[src/rtl/gus_uart_pkg.sv]
// Shared definitions for the GUS16 console UART: frame size and the TX/RX FSM state encodings.
// Latency: n/a (types and constants only).
// Backpressure: n/a.
package gus_uart_pkg;

  localparam int BITS = 8;                // data bits per frame, LSB first
  localparam int BCW  = $clog2(BITS);     // width of the data-bit index

  typedef enum logic [1:0] {
    TX_IDLE,
    TX_START,
    TX_DATA,
    TX_STOP
  } tx_state_t;

  typedef enum logic [1:0] {
    RX_IDLE,
    RX_START,
    RX_DATA,
    RX_STOP
  } rx_state_t;

endpackage

[src/rtl/gus_uart_if.sv]
// CPU-side register/strobe bundle of the console UART (write data, read ack, status flags).
// Latency: wires only; all timing lives in gus_uart_core.
// Backpressure: CPU must only pulse wr while txrdy=1; writes while busy are dropped.
// Ports: d/wr/nstop = transmit byte, strobe and stop-bit count; rd = receive acknowledge;
//        q/rxvalid = received byte and its valid flag; txrdy = transmitter idle;
//        rxoverr/rxframeer = sticky receive error flags.
interface gus_uart_if;

  logic [7:0] d;
  logic       wr;
  logic       rd;
  logic       nstop;
  logic [7:0] q;
  logic       rxvalid;
  logic       txrdy;
  logic       rxoverr;
  logic       rxframeer;

  // CPU / I/O decoder side
  modport master (
    output d, wr, rd, nstop,
    input  q, rxvalid, txrdy, rxoverr, rxframeer
  );

  // UART side
  modport slave (
    input  d, wr, rd, nstop,
    output q, rxvalid, txrdy, rxoverr, rxframeer
  );

endinterface

[src/rtl/gus_uart_bit_timer.sv]
// Loadable down-counter that flags the cycle in which it has reached zero.
// Latency: tick is high in the cycle after load_val+1 running cycles; load takes effect next edge.
// Backpressure: none; the owner reloads on tick to keep a periodic bit clock.
// Ports: load/load_val = (re)start the count; run = count enable; tick = count is zero while running.
module gus_uart_bit_timer #(
  parameter int W = 6
) (
  input  logic         clk,
  input  logic         rst_n,
  input  logic         load,
  input  logic [W-1:0] load_val,
  input  logic         run,
  output logic         tick
);

  logic [W-1:0] cnt;

  assign tick = run && (cnt == '0);

  always_ff @(posedge clk or negedge rst_n) begin
    if (!rst_n) begin
      cnt <= '0;
    end else if (load) begin
      cnt <= load_val;
    end else if (run && (cnt != '0)) begin
      cnt <= cnt - W'(1);
    end
  end

endmodule

[src/rtl/gus_uart_core.sv]
// 8N1/8N2 UART transceiver: CPU byte writes serialised on txd, rxd deserialised into q.
// Latency: txd start bit one edge after wr is sampled; rxvalid ~9.5 bit times after the rxd start edge.
// Backpressure: wr is only accepted while txrdy=1; an unread byte overwritten by a new one sets rxoverr.
// Ports: clk/rst_n = clock and async active-low reset; bus = CPU-side strobes and status;
//        txd = serial output (idle high); rxd = asynchronous serial input.
module gus_uart_core
  import gus_uart_pkg::*;
#(
  parameter int DIVIDER = 52
) (
  input  logic       clk,
  input  logic       rst_n,
  gus_uart_if.slave  bus,
  output logic       txd,
  input  logic       rxd
);

  localparam int CW = $clog2(DIVIDER);
  // Timers count load value down to zero inclusive, so a full bit reloads DIVIDER-1.
  localparam logic [CW-1:0] FULL_BIT = CW'(DIVIDER - 1);
  localparam logic [CW-1:0] HALF_BIT = CW'(DIVIDER / 2);
  localparam logic [BCW-1:0] LAST_BIT = BCW'(BITS - 1);

  // ---------------------------------------------------------------- transmitter
  tx_state_t       tx_state;
  logic [BITS-1:0] tx_shift;
  logic [BCW-1:0]  tx_bit;
  logic            tx_two_stop;
  logic            tx_stop2;
  logic            txd_r;
  logic            txrdy_r;
  logic            tx_tick;
  logic            tx_load;

  assign tx_load = ((tx_state == TX_IDLE) && bus.wr) || tx_tick;

  gus_uart_bit_timer #(.W(CW)) u_tx_timer (
    .clk      (clk),
    .rst_n    (rst_n),
    .load     (tx_load),
    .load_val (FULL_BIT),
    .run      (tx_state != TX_IDLE),
    .tick     (tx_tick)
  );

  always_ff @(posedge clk or negedge rst_n) begin
    if (!rst_n) begin
      tx_state    <= TX_IDLE;
      tx_shift    <= '0;
      tx_bit      <= '0;
      tx_two_stop <= 1'b0;
      tx_stop2    <= 1'b0;
      txd_r       <= 1'b1;
      txrdy_r     <= 1'b1;
    end else begin
      case (tx_state)
        TX_IDLE: begin
          if (bus.wr) begin
            tx_shift    <= bus.d;
            tx_two_stop <= bus.nstop;   // stop count frozen for the whole frame
            tx_stop2    <= 1'b0;
            txd_r       <= 1'b0;
            txrdy_r     <= 1'b0;
            tx_state    <= TX_START;
          end
        end
        TX_START: begin
          if (tx_tick) begin
            txd_r    <= tx_shift[0];
            tx_shift <= tx_shift >> 1;
            tx_bit   <= '0;
            tx_state <= TX_DATA;
          end
        end
        TX_DATA: begin
          if (tx_tick) begin
            if (tx_bit == LAST_BIT) begin
              txd_r    <= 1'b1;
              tx_state <= TX_STOP;
            end else begin
              txd_r    <= tx_shift[0];
              tx_shift <= tx_shift >> 1;
              tx_bit   <= tx_bit + BCW'(1);
            end
          end
        end
        TX_STOP: begin
          if (tx_tick) begin
            if (tx_two_stop && !tx_stop2) begin
              tx_stop2 <= 1'b1;
            end else begin
              txrdy_r  <= 1'b1;
              tx_state <= TX_IDLE;
            end
          end
        end
        default: tx_state <= TX_IDLE;
      endcase
    end
  end

  assign txd       = txd_r;
  assign bus.txrdy = txrdy_r;

  // ---------------------------------------------------------------- receiver
  rx_state_t       rx_state;
  logic            rx_s1, rx_s2, rx_prev;
  logic            rx_fall;
  logic [BITS-1:0] rx_shift;
  logic [BCW-1:0]  rx_bit;
  logic [7:0]      q_r;
  logic            rxvalid_r, rxoverr_r, rxframeer_r;
  logic            rx_tick;
  logic            rx_load;

  assign rx_fall = rx_prev && !rx_s2;
  assign rx_load = ((rx_state == RX_IDLE) && rx_fall) || rx_tick;

  // First load after the start edge lands the samples near bit centres.
  gus_uart_bit_timer #(.W(CW)) u_rx_timer (
    .clk      (clk),
    .rst_n    (rst_n),
    .load     (rx_load),
    .load_val ((rx_state == RX_IDLE) ? HALF_BIT : FULL_BIT),
    .run      (rx_state != RX_IDLE),
    .tick     (rx_tick)
  );

  // Synchroniser resets to the idle line level so reset release never looks like a start edge.
  always_ff @(posedge clk or negedge rst_n) begin
    if (!rst_n) begin
      rx_s1   <= 1'b1;
      rx_s2   <= 1'b1;
      rx_prev <= 1'b1;
    end else begin
      rx_s1   <= rxd;
      rx_s2   <= rx_s1;
      rx_prev <= rx_s2;
    end
  end

  always_ff @(posedge clk or negedge rst_n) begin
    if (!rst_n) begin
      rx_state    <= RX_IDLE;
      rx_shift    <= '0;
      rx_bit      <= '0;
      q_r         <= '0;
      rxvalid_r   <= 1'b0;
      rxoverr_r   <= 1'b0;
      rxframeer_r <= 1'b0;
    end else begin
      if (bus.rd) begin
        rxvalid_r   <= 1'b0;
        rxoverr_r   <= 1'b0;
        rxframeer_r <= 1'b0;
      end
      case (rx_state)
        RX_IDLE: begin
          if (rx_fall) rx_state <= RX_START;
        end
        RX_START: begin
          if (rx_tick) begin
            rx_bit   <= '0;
            // Line back high at mid start bit: noise, not a frame.
            rx_state <= rx_s2 ? RX_IDLE : RX_DATA;
          end
        end
        RX_DATA: begin
          if (rx_tick) begin
            rx_shift <= {rx_s2, rx_shift[BITS-1:1]};
            if (rx_bit == LAST_BIT) rx_state <= RX_STOP;
            else                    rx_bit   <= rx_bit + BCW'(1);
          end
        end
        RX_STOP: begin
          if (rx_tick) begin
            // Completion overrides a same-cycle rd: the new byte is kept valid,
            // and rd only suppresses the overrun and clears older errors.
            q_r         <= rx_shift;
            rxvalid_r   <= 1'b1;
            rxoverr_r   <= !bus.rd && (rxvalid_r || rxoverr_r);
            rxframeer_r <= !rx_s2 || (rxframeer_r && !bus.rd);
            rx_state    <= RX_IDLE;   // leave mid stop bit to catch the next start edge
          end
        end
        default: rx_state <= RX_IDLE;
      endcase
    end
  end

  assign bus.q         = q_r;
  assign bus.rxvalid   = rxvalid_r;
  assign bus.rxoverr   = rxoverr_r;
  assign bus.rxframeer = rxframeer_r;

endmodule

[src/flat_wrapper.sv]
// flat-port wrapper written by rule: the top's interface ports become plain ports
module gus_uart_core_flat import gus_uart_pkg::*;
#(
  parameter int DIVIDER = 52
)
  (clk, rst_n, txd, rxd, bus_d, bus_wr, bus_rd, bus_nstop, bus_q, bus_rxvalid, bus_txrdy, bus_rxoverr, bus_rxframeer);
  gus_uart_if bus_i ();
  input  logic clk;
  input  logic rst_n;
  output logic txd;
  input  logic rxd;
  input wire logic [$bits(bus_i.d)-1:0] bus_d;
  input wire logic [$bits(bus_i.wr)-1:0] bus_wr;
  input wire logic [$bits(bus_i.rd)-1:0] bus_rd;
  input wire logic [$bits(bus_i.nstop)-1:0] bus_nstop;
  output wire logic [$bits(bus_i.q)-1:0] bus_q;
  output wire logic [$bits(bus_i.rxvalid)-1:0] bus_rxvalid;
  output wire logic [$bits(bus_i.txrdy)-1:0] bus_txrdy;
  output wire logic [$bits(bus_i.rxoverr)-1:0] bus_rxoverr;
  output wire logic [$bits(bus_i.rxframeer)-1:0] bus_rxframeer;
  assign bus_i.d = bus_d;
  assign bus_i.wr = bus_wr;
  assign bus_i.rd = bus_rd;
  assign bus_i.nstop = bus_nstop;
  assign bus_q = bus_i.q;
  assign bus_rxvalid = bus_i.rxvalid;
  assign bus_txrdy = bus_i.txrdy;
  assign bus_rxoverr = bus_i.rxoverr;
  assign bus_rxframeer = bus_i.rxframeer;
  gus_uart_core #(.DIVIDER(DIVIDER)) u_core (.clk(clk), .rst_n(rst_n), .bus(bus_i), .txd(txd), .rxd(rxd));
endmodule
[config.mk]
export PLATFORM = sky130hd
export DESIGN_NAME = gus_uart_core_flat
export DESIGN_NICKNAME = d
export VERILOG_FILES = /design/src/rtl/gus_uart_pkg.sv /design/src/rtl/gus_uart_if.sv /design/src/rtl/gus_uart_bit_timer.sv /design/src/rtl/gus_uart_core.sv /design/src/flat_wrapper.sv
export SDC_FILE = /design/constraint.sdc
export NUM_CORES = 1
export LEC_CHECK = 0
export CAP_MARGIN = 20
export CORE_UTILIZATION = 50
export DETAILED_ROUTE_END_ITERATION = 10
export GPL_TIMING_DRIVEN = 0
export MAX_ROUTING_LAYER = met4
export PLACE_DENSITY = 0.8
export SETUP_SLACK_MARGIN = 0.1
export SYNTH_ARGS = -nofsm -noshare
export SYNTH_HDL_FRONTEND = slang
export SYNTH_HIERARCHICAL = 1
export SYNTH_SLANG_ARGS = --single-unit
[constraint.sdc]
create_clock -name clk -period 4.8 [get_ports clk]
set_clock_uncertainty 0.05 [all_clocks]
set_input_delay 1.2 -clock clk [delete_from_list [all_inputs] [get_ports clk]]
set_output_delay 1.2 -clock clk [all_outputs]
set_load 0.02 [all_outputs]
==> reports/qor.txt <==
first-pass GRT wire length = 8.99 mm
overall power of the completed layout = 1.78 mW
main combinational cell family by area after synthesis = simple AND/OR/NAND/NOR gates
final slew viol count = 0
number of gates on the worst path with buffers counted = 1
synthesized-area fraction occupied by ao, oa, aoi and oai cells = 0.151
number of standard cells after synthesis = 273
worst max-slew margin expressed relative to the limit = 0.579
share of post-route cells with drive strength above 1 = 0.165
minimum period implied by the final worst setup slack = 2.69 ns
number of distinct library cell variants in the gate-level netlist after synthesis = 54
DP Wirelength = 3.72 mm
Clock H-tree levels = 2
area overhead of the layout relative to synthesis = 16.7%
final critical-path share of the clock period = 0.560
DIE HEIGHT = 78.3 microns
total placed instance area = 3300 sq um
total vias in the final route = 2078
share of synthesized area spent on multiplexers = 0.0968
total of buffers placed on input and output ports = 26
Post CTS Setup Buffer Count = 0
Setup Crit Path Kind = reg2out
Fmax = 0.372 GHz
path depth of the worst reg2reg path = 10
number of antenna repair diodes = 0
count of flip-flops with a built-in enable after synthesis = 0
setup TNS after final layout = 0 ns
vias in the first global route = 2052
Final Hold Vio Count = 0
root cell of the clock tree = sky130_fd_sc_hd__clkbuf_8
adder and majority cell fraction of the synthesized area = 0.0645
clock tree sinks = 56
Critical Path AT = 1.44 ns
total I/O pin count = 27
crit end category = output pin
Total Routed Length = 5.15 mm
CTS tree = built
sequential share of the synthesized area = 0.484
GRT Resource Usage Total = 0.189
number of hold-repair buffers added at the cts stage = 0
clock-pin slew reported for the worst setup and hold paths after clock tree synthesis = 0.09 ns
startpoint kind of the worst setup timing path = flop
P per Cell Area = 526 nW/um^2
# Max-Cap Violations = 0
post-synthesis share of cell area spent on and, or, nand and nor gates = 0.151
Crit path max-delay family = buffers and inverters
largest voltage drop on the vdd net = 0.260 mV
antenna-violating nets left = 0
final RePlAce weighted congestion = 0.817
critical path data required time = 3.55 ns
number of iterations in the first detailed-routing pass = 4
per-instance average area after synthesis = 10.7 sq um
unrepaired setup endpoints after global routing = no
die outline width = 78.3 microns
clock insertion delay at the later pin of the skew report = 0.30 ns
vias per std cell = 5.37
number of buffer and inverter instances along the worst setup path = 1
CTS buffer count = 5
HP Class = reg2reg
highest cell delay on the worst timing path = 0.59 ns
number of rows created at floorplan = 27
Crit Path Max Fanout = 3
largest net degree at the start of global routing = 30
Pleak = 1.56 nW
core area = 5540 sq um
finished layout cell area = 3390 sq um
number of setup violations in the final report = 0
number of warnings printed during yosys synthesis = 6
cell at the slowest stage of the critical path = sky130_fd_sc_hd__clkdlybuf4s50_1
Async S/R FF share, synth = 1.00
# fillers = 460
netlist area before placement = 2910 sq um
grt ovf = 0
number of instances in the placed design = 379
crit path cell chain = clkdlybuf4s50_1
WL/cell = 13.3 microns
synthesized-area fraction occupied by xor and xnor cells = 0
number of buffers on the longest clock path = 2
outcome = complete, no violations
Setup WS post-layout = 2.11 ns
number of stages on the worst hold path = 0
top_reg_cell synth = sky130_fd_sc_hd__dfrtp_1
transition time at the pin with the least slew margin = 0.631 ns
pre-CTS setup slack = 1.89 ns
area of the die = 6120 sq um
final instance count without filler cells = 387
DRC violation count after routing = 0
number of DRC markers after the initial detailed-route iteration = 113
post_cts resized = 0
number of nets in the layout = 343
Synth Register Bits = 56
initial standard-cell utilization of the core = 0.525
initial antenna violation count = 0
==> cell usage in the layout, fill, tap and decap left out, types with 4 or more instances in the layout <==
cell type,synthesis,layout
sky130_fd_sc_hd__o31ai_1,4,4
sky130_fd_sc_hd__inv_1,20,20
sky130_fd_sc_hd__nand2_1,19,19
sky130_fd_sc_hd__buf_2,5,6
sky130_fd_sc_hd__clkdlybuf4s50_1,0,25
sky130_fd_sc_hd__ha_1,15,15
sky130_fd_sc_hd__nand3_1,7,7
sky130_fd_sc_hd__nor3_1,4,4
sky130_fd_sc_hd__nand3b_1,5,5
sky130_fd_sc_hd__dfrtp_1,51,51
sky130_fd_sc_hd__nand2b_1,5,5
sky130_fd_sc_hd__nor2_1,16,16
sky130_fd_sc_hd__mux2_2,17,17
sky130_fd_sc_hd__dfstp_2,5,5
sky130_fd_sc_hd__mux2i_1,9,9
sky130_fd_sc_hd__a31oi_1,6,6
sky130_fd_sc_hd__conb_1,2,9
sky130_fd_sc_hd__clkbuf_8,0,6
sky130_fd_sc_hd__a21oi_1,16,16
sky130_fd_sc_hd__o21ai_0,14,14
==> per-stage QoR <==
stage               hold slack, ns   util
floorplan                    0.295      -
global placement             0.296  0.593
detailed placement           0.297  0.596
CTS                          0.311  0.612
global route                 0.321  0.612
finish                       0.310  0.612
==> layer usage <==
| metal | vias to the layer above | GRT usage | wire length (microns) |
|---|---|---|---|
| li1 | 1048 | - | - |
| met1 | 988 | 0.233 | 2490 |
| met2 | 37 | 0.314 | 2400 |
| met3 | 5 | 0.0337 | 207 |
| met4 | 0 | 0.0630 | 55 |
| met5 | - | - | 0 |
==> Yosys cell counts (2+ instances only) <==
cell type,number,area share
sky130_fd_sc_hd__a22o_1,2,0.0060
sky130_fd_sc_hd__a31o_2,2,0.0060
sky130_fd_sc_hd__inv_1,20,0.026
sky130_fd_sc_hd__o211ai_1,2,0.0052
sky130_fd_sc_hd__a31oi_1,6,0.013
sky130_fd_sc_hd__dfstp_2,5,0.045
sky130_fd_sc_hd__or4_1,3,0.0077
sky130_fd_sc_hd__nand3b_1,5,0.013
sky130_fd_sc_hd__buf_1,2,0.0026
sky130_fd_sc_hd__nor2_2,3,0.0065
sky130_fd_sc_hd__or3b_1,2,0.0060
sky130_fd_sc_hd__o31ai_1,4,0.010
sky130_fd_sc_hd__nand3_1,7,0.012
sky130_fd_sc_hd__o21ai_0,14,0.024
sky130_fd_sc_hd__o2111ai_1,2,0.0060
sky130_fd_sc_hd__nand2_1,19,0.025
sky130_fd_sc_hd__nor3b_1,3,0.0077
sky130_fd_sc_hd__buf_2,5,0.0086
sky130_fd_sc_hd__or4b_1,2,0.0069
sky130_fd_sc_hd__a21oi_1,16,0.028
sky130_fd_sc_hd__a22oi_1,2,0.0052
sky130_fd_sc_hd__nor2_1,16,0.021
sky130_fd_sc_hd__a21oi_2,2,0.0060
sky130_fd_sc_hd__o22ai_1,2,0.0043
sky130_fd_sc_hd__ha_1,15,0.065
sky130_fd_sc_hd__nand2b_1,5,0.011
sky130_fd_sc_hd__mux2_2,17,0.066
sky130_fd_sc_hd__nor3_1,4,0.0069
sky130_fd_sc_hd__dfrtp_1,51,0.44
sky130_fd_sc_hd__nor3b_2,2,0.0086
sky130_fd_sc_hd__mux2i_1,9,0.031
sky130_fd_sc_hd__conb_1,2,0.0026
==> cell families after synthesis <==
family | after synthesis
adder cells (fa/ha/maj) | 15
other | 2
buffers and inverters | 30
multiplexers | 26
flip-flops | 56
AO/OA/AOI/OAI | 65
AND/OR/NAND/NOR | 79
==> layout make-up <==
type / count / area (sq um) / share of cell area
sequential: 56 / 1410 / 0.415
multi-input combinational: 194 / 1380 / 0.407
timing repair buffer: 27 / 275 / 0.0812
tap: 72 / 90.1 / 0.0266
clock buffer: 6 / 82.6 / 0.0243
inverter: 20 / 75.1 / 0.0221
buffer: 10 / 71.3 / 0.0210
clock inverter: 2 / 10.0 / 0.00295
==> state kept, by name, summed over array words and instances (netlist names), named ones only <==
signal,count
u_core/u_rx_timer/cnt,6
u_core/rx_bit,3
u_core/rx_prev,1
u_core/tx_shift,8
u_core/u_tx_timer/cnt,6
u_core/txd,1
u_core/tx_bit,3
u_core/rx_state,1
u_core/tx_stop2,1
u_core/bus.q,8
u_core/rx_s1,1
u_core/tx_two_stop,1
u_core/tx_state,2
u_core/bus.rxvalid,1
u_core/bus.rxoverr,1
u_core/rx_s2,1
u_core/bus.txrdy,1
u_core/rx_shift,8
u_core/bus.rxframeer,1
==> report_power, final <==
part / leakage, nW / total, mW / internal, mW / switching (mW)
Sequential: 0.701 / 0.710 / 0.603 / 0.107
Combinational: 0.810 / 0.815 / 0.376 / 0.439
Clock: 0.0510 / 0.259 / 0.115 / 0.144
Total: 1.56 / 1.78 / 1.09 / 0.690
==> worst paths after layout <==
kind / startpoint / end / slack, ns
max in group asynchronous: rst_n / u_core/rx_prev / 3.20
min in group asynchronous: rst_n / u_core/tx_bit[0] / 0.85
max reg2reg: u_core/u_rx_timer/cnt[0] / u_core/u_rx_timer/cnt[0] / 2.25
max: u_core/bus.txrdy / bus_txrdy / 2.11
min: u_core/rx_s1 / u_core/rx_s2 / 0.31
min reg2reg: u_core/rx_s1 / u_core/rx_s2 / 0.31
Note: power is estimated with default switching activity, not from simulation.
